`src/rtl/instr_fetch_unit.sv`:
```
`default_nettype none
// ============================================================================
// Module      : instr_fetch_unit
// Description : Fetches one- and two-word instructions from a registered-read
//               IRAM and presents them with a valid/ready handshake.
//               Optional macro IFU_PERF_CNT_EN adds an accepted-instruction
//               counter.
// Revision    : 1.0 - initial release
// ============================================================================
module instr_fetch_unit #(
  parameter logic [15:0] START_ADDR = 16'd0,
  parameter logic [15:0] OP_ENDOP   = 16'd51
) (
  input  logic        clk,
  input  logic        rst,
  output logic [15:0] iram_addr,
  input  logic [15:0] iram_data,
  output logic        instr_valid,
  input  logic        instr_ready,
  output logic [15:0] instr_opcode,
  output logic [15:0] instr_operand,
  input  logic        jump_en,
  input  logic [15:0] jump_target,
  output logic [15:0] pc,
  output logic        halted,
  output logic [15:0] instr_count
);

  localparam logic [2:0] S_OP_REQ   = 3'd0;
  localparam logic [2:0] S_OP_CAP   = 3'd1;
  localparam logic [2:0] S_OPND_CAP = 3'd2;
  localparam logic [2:0] S_PRESENT  = 3'd3;
  localparam logic [2:0] S_HALT     = 3'd4;

  logic [2:0]  r_state;
  logic [15:0] r_pc;
  logic [15:0] r_opcode;
  logic [15:0] r_operand;
  logic        w_two_word;
  logic        w_accept;

  // Opcodes that carry an operand word immediately after them.
  always_comb begin
    w_two_word = 1'b0;
    case (iram_data)
      16'd5, 16'd7, 16'd9, 16'd14, 16'd19,
      16'd24, 16'd46, 16'd48, 16'd62: w_two_word = 1'b1;
      default:                        w_two_word = 1'b0;
    endcase
  end

  assign w_accept = (r_state == S_PRESENT) && instr_ready;

  always_ff @(posedge clk) begin
    if (rst) begin
      r_state   <= S_OP_REQ;
      r_pc      <= START_ADDR;
      r_opcode  <= 16'd0;
      r_operand <= 16'd0;
    end else begin
      case (r_state)
        S_OP_REQ: begin
          r_pc    <= r_pc + 16'd1;
          r_state <= S_OP_CAP;
        end
        S_OP_CAP: begin
          r_opcode  <= iram_data;
          r_operand <= 16'd0;
          if (w_two_word) begin
            r_pc    <= r_pc + 16'd1;
            r_state <= S_OPND_CAP;
          end else begin
            r_state <= S_PRESENT;
          end
        end
        S_OPND_CAP: begin
          r_operand <= iram_data;
          r_state   <= S_PRESENT;
        end
        S_PRESENT: begin
          if (instr_ready) begin
            // Redirect still applies on ENDOP; the halt only stops fetching.
            if (jump_en) begin
              r_pc <= jump_target;
            end
            r_state <= (r_opcode == OP_ENDOP) ? S_HALT : S_OP_REQ;
          end
        end
        S_HALT: begin
          r_state <= S_HALT;
        end
        default: begin
          r_state <= S_OP_REQ;
        end
      endcase
    end
  end

  assign iram_addr     = r_pc;
  assign pc            = r_pc;
  assign instr_opcode  = r_opcode;
  assign instr_operand = r_operand;
  assign instr_valid   = (r_state == S_PRESENT);
  assign halted        = (r_state == S_HALT);

`ifdef IFU_PERF_CNT_EN
  logic [15:0] r_instr_count;

  always_ff @(posedge clk) begin
    if (rst) begin
      r_instr_count <= 16'd0;
    end else if (w_accept && (r_instr_count != 16'hFFFF)) begin
      r_instr_count <= r_instr_count + 16'd1;
    end
  end

  assign instr_count = r_instr_count;
`else
  assign instr_count = 16'd0;
`endif

endmodule
`default_nettype wire

```
`config.mk`:
```
export PLATFORM = sky130hd
export DESIGN_NAME = instr_fetch_unit
export DESIGN_NICKNAME = d
export VERILOG_FILES = /design/src/rtl/instr_fetch_unit.sv
export SDC_FILE = /design/constraint.sdc
export NUM_CORES = 1
export LEC_CHECK = 0
export ABC_AREA = 1
export CAP_MARGIN = 20
export CORE_MARGIN = 2
export CORE_UTILIZATION = 40
export DETAILED_ROUTE_END_ITERATION = 6
export DONT_BUFFER_PORTS = 1
export PLACE_DENSITY = 0.56
export SYNTH_ARGS = -nofsm -noshare
export SYNTH_HDL_FRONTEND = slang
export SYNTH_SLANG_ARGS = --single-unit
```
`constraint.sdc`:
```
create_clock -name clk -period 5.35 [get_ports clk]
set_clock_uncertainty 0.2 [all_clocks]
set_input_delay 1.07 -clock clk [delete_from_list [all_inputs] [get_ports clk]]
set_output_delay 1.07 -clock clk [all_outputs]
set_load 0.01 [all_outputs]
```
### Yosys cells after proc, flatten, opt, wreduce, memory -nomap -nowiden

Cells that the tools add are included.

* word-level logic and storage cells: 37
* bits in registers: 51
* input port bits: 36
* output and inout port bits: 82

* mux-type cells: 10
* reduce and logical (&&, ||, !) cells: 5
* eq/ne operators: 17
* add/subtract/negate cells: 1

Operators by type and width (count)
* $eq A16 B6 Y1 const B: 4
* $mux W16: 3
* $pmux W16 S3: 1
* $eq A16 B3 Y1 const B: 2
* $eq A16 B4 Y1 const B: 2
* $eq A16 B5 Y1 const B: 2
* $pmux W16 S2: 1
* $add A16 B1 Y16 const B: 1
* $pmux W3 S5: 1
* $reduce_or A9 Y1: 1
* $eq A3 B2 Y1 const B: 2
* $mux W3: 2
* $ne A2 B1 Y1 const B: 2
* $reduce_and A4 Y1: 1
* $eq A3 B1 Y1 const B: 1
* $eq A3 B3 Y1 const B: 1
* $logic_not A3 Y1: 1
* $reduce_bool A3 Y1: 1
* $mux W1: 2
* $ne A2 B2 Y1 const B: 1
* $reduce_bool A2 Y1: 1

### Logic depth before layout (Yosys ltp)

Gate-level depths: netlist of run 1.

* depth after elaboration: 5
* depth in mapped cells: 14
* mapped depth without buffers: 13

### Worst setup path before layout of run 1

No wires, ideal clock.

* kind: input to register
* start: input port iram_data[3]
* end: register r_state[0]
* path buffers: 2
* setup time: 0.109 ns
* required time: 5.041 ns
* stages: 12
* slack: 3.018 ns
* data arrival time: 2.023 ns
* cells stage by stage: inv_1 nor2_1 nor2_1 nand2_1 nor2_1 nand3_1 nand2_1 buf_2 buf_6 nand4_1 nand2_1 inv_1

* cells in the longest elaborated chain, start to end: 5
* elaborated cells between the ends (all ways): 13
* those cells by class: eq/ne (9); mux (3); reduce/logical (1)

Ends and longest elaborated chain
* start, declared: RTL line 17 `input logic [15:0] iram_data,`
* $eq A16 B3 Y1, or another cell as far along: RTL line 45 `case (iram_data)`
* $reduce_or A9 Y1 *: RTL line 45
* $mux W1 *: RTL line 45
* $mux W1 *: RTL line 69 `if (w_two_word) begin`
* $pmux W3 S5 *: RTL line 61 `case (r_state)`
* end signal, assigned: RTL line 86 `r_state <= (r_opcode == OP_ENDOP) ? S_HALT : S_OP_REQ;`
* end, declared: RTL line 35 `logic [2:0] r_state;`

Mark *: on every way between the ends. The rest lies on a longest branch, timed or not.
A chain may end at the register's enable or synchronous reset.

### Worst setup path after layout of run 1

* start: register r_state[1]
* end: output port instr_valid

* cells in the longest elaborated chain, start to end: 1

Ends and longest elaborated chain
* $eq A3 B2 Y1: RTL line 103 `assign instr_valid = (r_state == S_PRESENT);`
* end, declared: RTL line 18 `output logic instr_valid,`

Every way passes these cells.

==> metrics.txt, run 1 <==
outcome complete, no violations; gp weighted congestion roughly 0.84; max-cap violation count 0; Final Util 40.1%; wire length per cell after detailed routing 14.5 µm; Crit-path slowest cell dfxtp_1; Post-synth ARST share 0%; final slew viol count 0; number of top-level design ports approximately 120; Final Hold Violating Endpoints 0; Tightest Hold Check Type flop to flop; number of core rows 31; Worst path max stage delay slightly above 0.8 ns; Synthesis Warnings 0; drc violations 0; top-count cell post-synth nand2_1; clock tree from TritonCTS built; kind of end point of the critical path output port; input/output buffers 0; Worst Setup Path Type flop to output port; ratio of final minimum period to clock period 62.7%; worst slew slack as a fraction of its limit approximately a third; CTS clk-pin slew, worst paths ~0.10 ns; starting density of the core 40.7%; Initial DRT Pass Iterations 4; net count of the finished layout between 400 and 500; remaining global-route overflow 0; post-synthesis instance area ~0.0029 mm²; antenna viol nets, final 0; most instantiated cells after synthesis nand2_1 (101), dfxtp_1 (51), nor2_1 (48); die outline area 0.00796 mm²; number of vias in the routed layout 2596; static leakage 1.20 nW; slew at the pin with the worst max-slew slack around 1 ns; Diodes inserted 0; achievable clock frequency between 200 and 300 MHz; unrepaired setup endpoints after global routing false; via density per instance 5.07; type of element launching the critical path flop; Max FO, Critical Path 21; horizontal extent of the die 89.2 µm; Yosys top cell by area dfxtp_1; later-pin clock latency in the skew report 0.31 ns; most used flip-flop cell after synthesis dfxtp_1; number of endpoints failing setup at the final stage 0; maximum number of pins on one net before global-route repair 34; r2r worst-path depth 8; die boundary height 89.2 µm; number of flops mapped to enable cells by yosys 0; number of antenna violations at the first check in global routing 0; worst endpoint required time approximately 4.1 ns; sequential cell area fraction in the yosys report 35.2%; area used by multi-input combinational logic 0.00143 mm²; post-route standard cell area excluding fillers approximately 0.0029 mm²; post-route setup TNS 0 ns; per-instance average area after synthesis 6.59 µm²; clock buffers created by TritonCTS 5; initial detailed-routing violation count 101; number of global-route vias before repair 2417; cell area power density 418 mW/mm²; post-synthesis register bit count between 50 and 60; Sequential cell area 0.00102 mm²; number of cells on the worst hold path 2; Distinct cells, synth 33; CTS H-tree lvls 2; most area-consuming cells after synthesis dfxtp_1 (35%), nand2_1 (13%), buf_4 (8.3%); worst slack after detailed placement about 2.3 ns; total wirelength of the detailed-routed design around 7400 µm; post-DP HPWL 5340 µm; total of cells resized after clock tree synthesis 0; library cell used as clock root buffer clkbuf_8; share of the synthesized area in the top cell type between 30% and 40%; minimum clock period roughly 3.4 ns; Longest Clk Path Bufs 2; cells along the critical path nand3_2 > clkinv_1; TritonCTS sink count 51; buffer count from post-CTS setup fixing 0; core region area just over 0.007 mm²; Crit path arrival time between 2 and 2.5 ns; relative area change from synthesis to final layout -1.34%; count of hold-fix buffers inserted at cts 0; GRT Total Usage 19.1%; number of instances in the synthesized netlist roughly 440; final worst setup slack around 2.0 ns; worst-case vdd ir drop 173 µV; global-route wire length before repair 12000 µm; post-detailed-placement cell area 0.00275 mm²; fillers 767; fraction of final layout cells sized beyond drive strength 1 ~3.9%
[cell usage in the layout, fill, tap and decap left out, types with 2 or more instances in the layout]
master | synthesis | routed
a21oi_1 | 45 | 45
nor4_1 | 2 | 2
conb_1 | 1 | 16
dfxtp_1 | 51 | 51
o21ai_0 | 25 | 25
inv_1 | 42 | 42
nand2_1 | 101 | 101
clkbuf_8 | 0 | 5
nand4_1 | 25 | 25
nor2_1 | 48 | 48
o21bai_1 | 2 | 2
nand3_1 | 24 | 24
nor3_1 | 3 | 3
nand3b_1 | 4 | 4
inv_2 | 2 | 2
[kinds of logic after synthesis]
logic type / share of synthesized area (%)
DFF: 35.2
AOI/OAI and AO/OA: 13.6
other: 0.129
xor gates and xnor gates: 0.603
adders and majority gates: 0.431
buffers and inverters: 17.4
and+or+nand+nor: 32.7
[through the flow]
| step | instances | hold slack (ns) | power, W |
|---|---|---|---|
| after global placement | 504 | 0.291 | 0.000925 |
| after CTS | 512 | 0.312 | 0.00121 |
| after global routing | 512 | 0.342 | 0.00129 |
| after detailed placement | 504 | 0.295 | 0.000929 |
| after floorplan | 456 | 0.283 | 0.000915 |
| final | 512 | 0.307 | 0.00120 |
[final timing paths]
path                          start           endpoint  slack [ns]
hold reg to reg   instr_operand[12]  instr_operand[12]        0.31
setup reg to reg         r_state[2]      iram_addr[11]        2.70
hold / removal    instr_operand[12]  instr_operand[12]        0.31
setup / recovery         r_state[1]        instr_valid        2.00
[critical path: cells and delay by family (launching register included)]
family,cells,cell delay [ns]
flip-flops,1,0.81
buffers and inverters,1,0.52
AND/OR/NAND/NOR,1,0.44
[where the power goes]
group,switching [W],total [W],internal (W)
clock network,0.000135,0.000276,0.000142
registers,0.000155,0.000606,0.000450
logic,0.000200,0.000314,0.000114
[state kept, by name, summed over array words and instances (netlist names)]
signal,cells
instr_opcode,16
r_state,3
instr_operand,16
iram_addr,16
[layout make-up]
| type | count | area share [%] |
|---|---|---|
| Inverter | 45 | 5.90 |
| Tap cell | 99 | 4.32 |
| Multi-Input combinational cell | 308 | 50.0 |
| Sequential cell | 51 | 35.6 |
| Clock inverter | 2 | 1.35 |
| Clock buffer | 6 | 2.53 |
| Timing Repair Buffer | 1 | 0.262 |
[routing by layer]
layer,share of wire [%],track usage [%],vias to the layer above
li1,-,-,1326
met3,7.6,4.89,7
met5,0,0,-
met1,44,24.5,1169
met4,1.0,4.88,0
met2,47,32.1,94
Power figures use the tool's default switching activity.
==> inputs of run 2 (changes only) <==
Settings changed: PLACE_DENSITY 0.56 to 0.58.
Clock period 5.35 ns to 2.9 ns, I/O delays scaled along.
==> metrics.txt, run 2 (synthesis gave the netlist of run 1 again) <==
count of hold-fix buffers inserted at cts 0 (unchanged); number of vias in the routed layout 2615 (+0.73%); unrepaired setup endpoints after global routing false; worst slew slack as a fraction of its limit 53.9% (+20 points); die boundary height 89.2 µm (unchanged); input/output buffers 0 (unchanged); drc violations 0 (unchanged); Worst R2R End iram_addr[10]; die outline area 0.00796 mm² (unchanged); number of core rows 31 (unchanged); Worst Setup Path Type flop to flop; worst r2r src r_state[1]; number of top-level design ports 118 (unchanged); total of cells resized after clock tree synthesis 0 (unchanged); outcome complete, no violations; post-DP HPWL 5420 µm (+1.5%); number of antenna violations at the first check in global routing 0 (unchanged); cell area power density 742 mW/mm² (+78%); total wirelength of the detailed-routed design 7310 µm (-1.5%); most common cell after layout, fill and taps aside nand2_1; kind of end point of the critical path flop; fraction of final layout cells sized beyond drive strength 1 5.71% (+1.8 points); core region area 0.00714 mm² (unchanged); CTS H-tree lvls 2 (unchanged); later-pin clock latency in the skew report 0.31 ns (about the same); global-route wire length before repair 11400 µm (-5.2%); Initial DRT Pass Iterations 5 (+1); worst-case vdd ir drop 296 µV (+71%); Crit-path slowest cell nor3_4; timing endpoint of the critical path iram_addr[10]; type of element launching the critical path flop; clock buffers created by TritonCTS 5 (unchanged); cells along the critical path buf_4 > nand3_2 > buf_4 > nor2_2 > nor3_4 > nand2_2 > nor2_1 > nor2_1; GRT Total Usage 18.2% (-0.94 points); Longest Clk Path Bufs 2 (unchanged); starting density of the core 40.7% (unchanged); fillers 819 (+6.8%); gp weighted congestion 0.817 (-2.5%); remaining global-route overflow 0 (unchanged); achievable clock frequency around 420 MHz; slew at the pin with the worst max-slew slack 0.690 ns (-0.306 ns); wire length per cell after detailed routing 14.1 µm (-2.8%); post-layout total power 0.00215 W (+80%); static leakage 1.23 nW (+1.8%); Final Util 40.6% (+0.49 points); leading cell types in the layout, fill and taps excluded nand2_1 (101), dfxtp_1 (51), nor2_1 (48), a21oi_1 (45), inv_1 (42); minimum clock period 2.37 ns; post-route setup TNS 0 ns (unchanged); Tightest Hold Check Type input pin to flop; Crit path arrival time 2.38 ns (+0.30 ns); worst hold slack 0.119 ns (-0.188 ns); final slew viol count 0 (unchanged); Max FO, Critical Path 20 (-4.8%); TritonCTS sink count 51 (unchanged); Diodes inserted 0 (unchanged); antenna viol nets, final 0 (unchanged); r2r worst-path depth 8 (unchanged); CTS clk-pin slew, worst paths 0.10 ns (about the same); library cell used as clock root buffer clkbuf_8; net count of the finished layout 456 (+1.6%); Worst path max stage delay 0.54 ns (-0.27 ns); number of endpoints failing setup at the final stage 0 (unchanged); relative area change from synthesis to final layout -0.129%; FF-to-FF setup slack 0.53 ns (-2.17 ns); ratio of final minimum period to clock period 81.6%; worst endpoint required time 2.91 ns (-1.17 ns); number of global-route vias before repair 2373 (-1.8%); maximum number of pins on one net before global-route repair 23 (-32%); Final Hold Violating Endpoints 0 (unchanged); horizontal extent of the die 89.2 µm (unchanged); initial detailed-routing violation count 88 (-13%); via density per instance 5.04 (-0.63%); final worst setup slack 0.532 ns (-1.46 ns); Critical Path Source r_state[1]; max-cap violation count 0 (unchanged); buffer count from post-CTS setup fixing 0 (unchanged); clock tree from TritonCTS built; worst slack after detailed placement 0.284 ns (-2.06 ns)
==> run 2: cell type report <==
cell class	instances	area, µm²	area share (%)
flip-flops and latches	51	1020	35.2
well taps	99	124	4.27
inverters	45	169	5.82
clock inverters	2	16.3	0.561
multi-input cells	308	1440	49.6
repair buffers	8	60.1	2.07
clock buffers	6	72.6	2.50
==> run 2: stage by stage <==
| stage | instance area (µm²) | std cells |
|---|---|---|
| 2_1_floorplan | 2960 | 456 |
| 3_3_place_gp | 2810 | 511 |
| 3_5_place_dp | 2810 | 511 |
| 4_1_cts | 2900 | 519 |
| 5_1_grt | 2900 | 519 |
| 6_report | 2900 | 519 |
==> run 2: worst min path at each step <==
| stage | end | start | slack, ns | depth (start not counted) |
|---|---|---|---|---|
| floorplan | instr_operand[0] | instr_operand[0] | 0.28 | 2 |
| detailed placement | instr_operand[3] | instr_operand[3] | 0.29 | 2 |
| global route | instr_operand[2] | rst | 0.11 | 1 |
| global placement | instr_operand[3] | instr_operand[3] | 0.29 | 2 |
| finish | instr_operand[0] | rst | 0.12 | 1 |
| CTS | instr_operand[0] | rst | 0.11 | 1 |
==> run 2: where the power goes <==
group / internal (W) / total (W) / switching [W]
combinational: 0.000232 / 0.000643 / 0.000410
sequential: 0.000831 / 0.00108 / 0.000249
clock: 0.000174 / 0.000430 / 0.000255
==> run 2: critical path, delay by kind of cell, from the launching register on <==
family | cells | cell delay [ns]
buffers and inverters | 2 | 0.43
DFF | 1 | 0.33
and+or+nand+nor | 6 | 1.30
==> run 2: layer usage <==
metal  wire [µm]  share of wire (%)  track usage (%)
met5           0                  0                0
met4          77                1.1             5.16
met3         664                9.1             6.00
met1        3140                 43             22.3
met2        3430                 47             30.4
==> inputs of run 3 (changes only) <==
Clock period 2.9 ns to 1.9 ns, I/O delays scaled along.
==> metrics.txt, run 3 (synthesis gave the netlist of run 1 again) <==
outcome complete, no violations; later-pin clock latency in the skew report 0.32 ns (about the same); wire length per cell after detailed routing 13.7 µm (-2.9%); maximum number of pins on one net before global-route repair 20 (-13%); cells along the critical path inv_1 > buf_4 > nor3_2 > buf_4; Crit path arrival time 1.26 ns (-1.12 ns); cell area power density 1110 mW/mm² (+50%); library cell used as clock root buffer clkbuf_8; leading cell types in the layout, fill and taps excluded nand2_1 (100), dfxtp_1 (48), nor2_1 (46), a21oi_1 (45), inv_1 (42); FF-to-FF setup slack 0.19 ns (-0.34 ns); Crit-path slowest cell dfxtp_4; number of cells on the worst hold path 2 (+1); die boundary height 89.2 µm (unchanged); number of antenna violations at the first check in global routing 0 (unchanged); number of core rows 31 (unchanged); global-route wire length before repair 11800 µm (+4.1%); gp weighted congestion 0.796 (-2.6%); worst-case vdd ir drop 377 µV (+27%); antenna viol nets, final 0 (unchanged); Tightest Hold Check Type input pin to flop; final slew viol count 0 (unchanged); Initial DRT Pass Iterations 4 (-1); max-cap violation count 0 (unchanged); fraction of final layout cells sized beyond drive strength 1 13.7% (+8.0 points); Worst path max stage delay 0.38 ns (-0.16 ns); Diodes inserted 0 (unchanged); post-route standard cell area excluding fillers 0.00320 mm² (+10%); final worst setup slack 0.0628 ns (-0.470 ns); post-detailed-placement cell area 0.00303 mm² (+7.9%); drc violations 0 (unchanged); input/output buffers 0 (unchanged); static leakage 1.41 nW (+15%); number of top-level design ports 118 (unchanged); ratio of final minimum period to clock period 96.7%; CTS clk-pin slew, worst paths 0.11 ns (about the same); most common cell after layout, fill and taps aside nand2_1; minimum clock period 1.84 ns; number of global-route vias before repair 2488 (+4.8%); type of element launching the critical path flop; number of vias in the routed layout 2764 (+5.7%); Worst Setup Path Type flop to output port; GRT Total Usage 18.8% (+0.64 points); kind of end point of the critical path output port; relative area change from synthesis to final layout 10.0%; total wirelength of the detailed-routed design 7540 µm (+3.1%); post-route setup TNS 0 ns (unchanged); TritonCTS sink count 51 (unchanged); slew at the pin with the worst max-slew slack 0.660 ns (-0.0298 ns); net count of the finished layout 488 (+7.0%); via density per instance 5.02 (-0.44%); Most Frequent Cell on Critical Path buf_4; Longest Clk Path Bufs 2 (unchanged); worst slack after detailed placement 0.123 ns (-0.161 ns); remaining global-route overflow 0 (unchanged); starting density of the core 40.7% (unchanged); Max FO, Critical Path 19 (-5.0%); post-layout total power 0.00355 W (+65%); die outline area 0.00796 mm² (unchanged); clock buffers created by TritonCTS 5 (unchanged); achievable clock frequency 544 MHz; post-DP HPWL 5590 µm (+3.2%); CTS H-tree lvls 2 (unchanged); horizontal extent of the die 89.2 µm (unchanged); Final Hold Violating Endpoints 0 (unchanged); worst slew slack as a fraction of its limit 55.9% (+2.0 points); worst endpoint required time 1.32 ns (-1.59 ns); initial detailed-routing violation count 104 (+18%); core region area 0.00714 mm² (unchanged); clock tree from TritonCTS built; r2r worst-path depth 10 (+2); number of endpoints failing setup at the final stage 0 (unchanged); worst hold slack 0.0174 ns (-0.102 ns)
run 3: worst paths after layout:
check                          end              from
hold reg to reg   instr_operand[0]  instr_operand[0]
hold / removal    instr_operand[6]      iram_data[6]
setup reg to reg     iram_addr[10]      iram_addr[0]
setup / recovery            halted        r_state[2]
run 3: final cells by class:
type                       count  area, µm²
multi-input combinational    308       1460
clock buffer                   5       68.8
sequential                    51       1030
tap                           99        124
inverter                      45        171
clock inverter                 3       28.8
timing repair buffer          40        320
fill                         751       3940
run 3: what timing repair did:
| item | in CTS | in global routing |
|---|---|---|
| buffers inserted | 0 | 1 |
| hold endpoints to repair | 20 | 0 |
| setup endpoints to repair | 2 | 6 |
| gates resized for setup | 3 | 9 |
| hold buffers | 3 | 0 |
| gates cloned | 0 | 0 |
run 3: where the power goes:
group | internal [W] | leakage (nW) | switching (W) | total [W]
Clock | 0.000279 | 0.0511 | 0.000414 | 0.000693
Combinational | 0.000530 | 0.937 | 0.000815 | 0.00134
Sequential | 0.00127 | 0.421 | 0.000243 | 0.00151
Total | 0.00208 | 1.41 | 0.00147 | 0.00355
run 3: critical path, delay by kind of cell (launching register included):
family,cells,cell delay [ns]
and+or+nand+nor,1,0.15
buffers and inverters,3,0.41
DFF,1,0.38
run 3: metrics by stage:
stage,cells,util [%]
after floorplan,456,-
after global placement,539,42.4
after global routing,551,44.8
final,551,44.8
after CTS,550,44.3
after detailed placement,539,42.4
run 3: per-layer routing:
layer,track usage (%),wire (µm)
met5,0,0
met4,5.29,78
met3,5.82,603
met2,30.7,3530
met1,24.1,3320
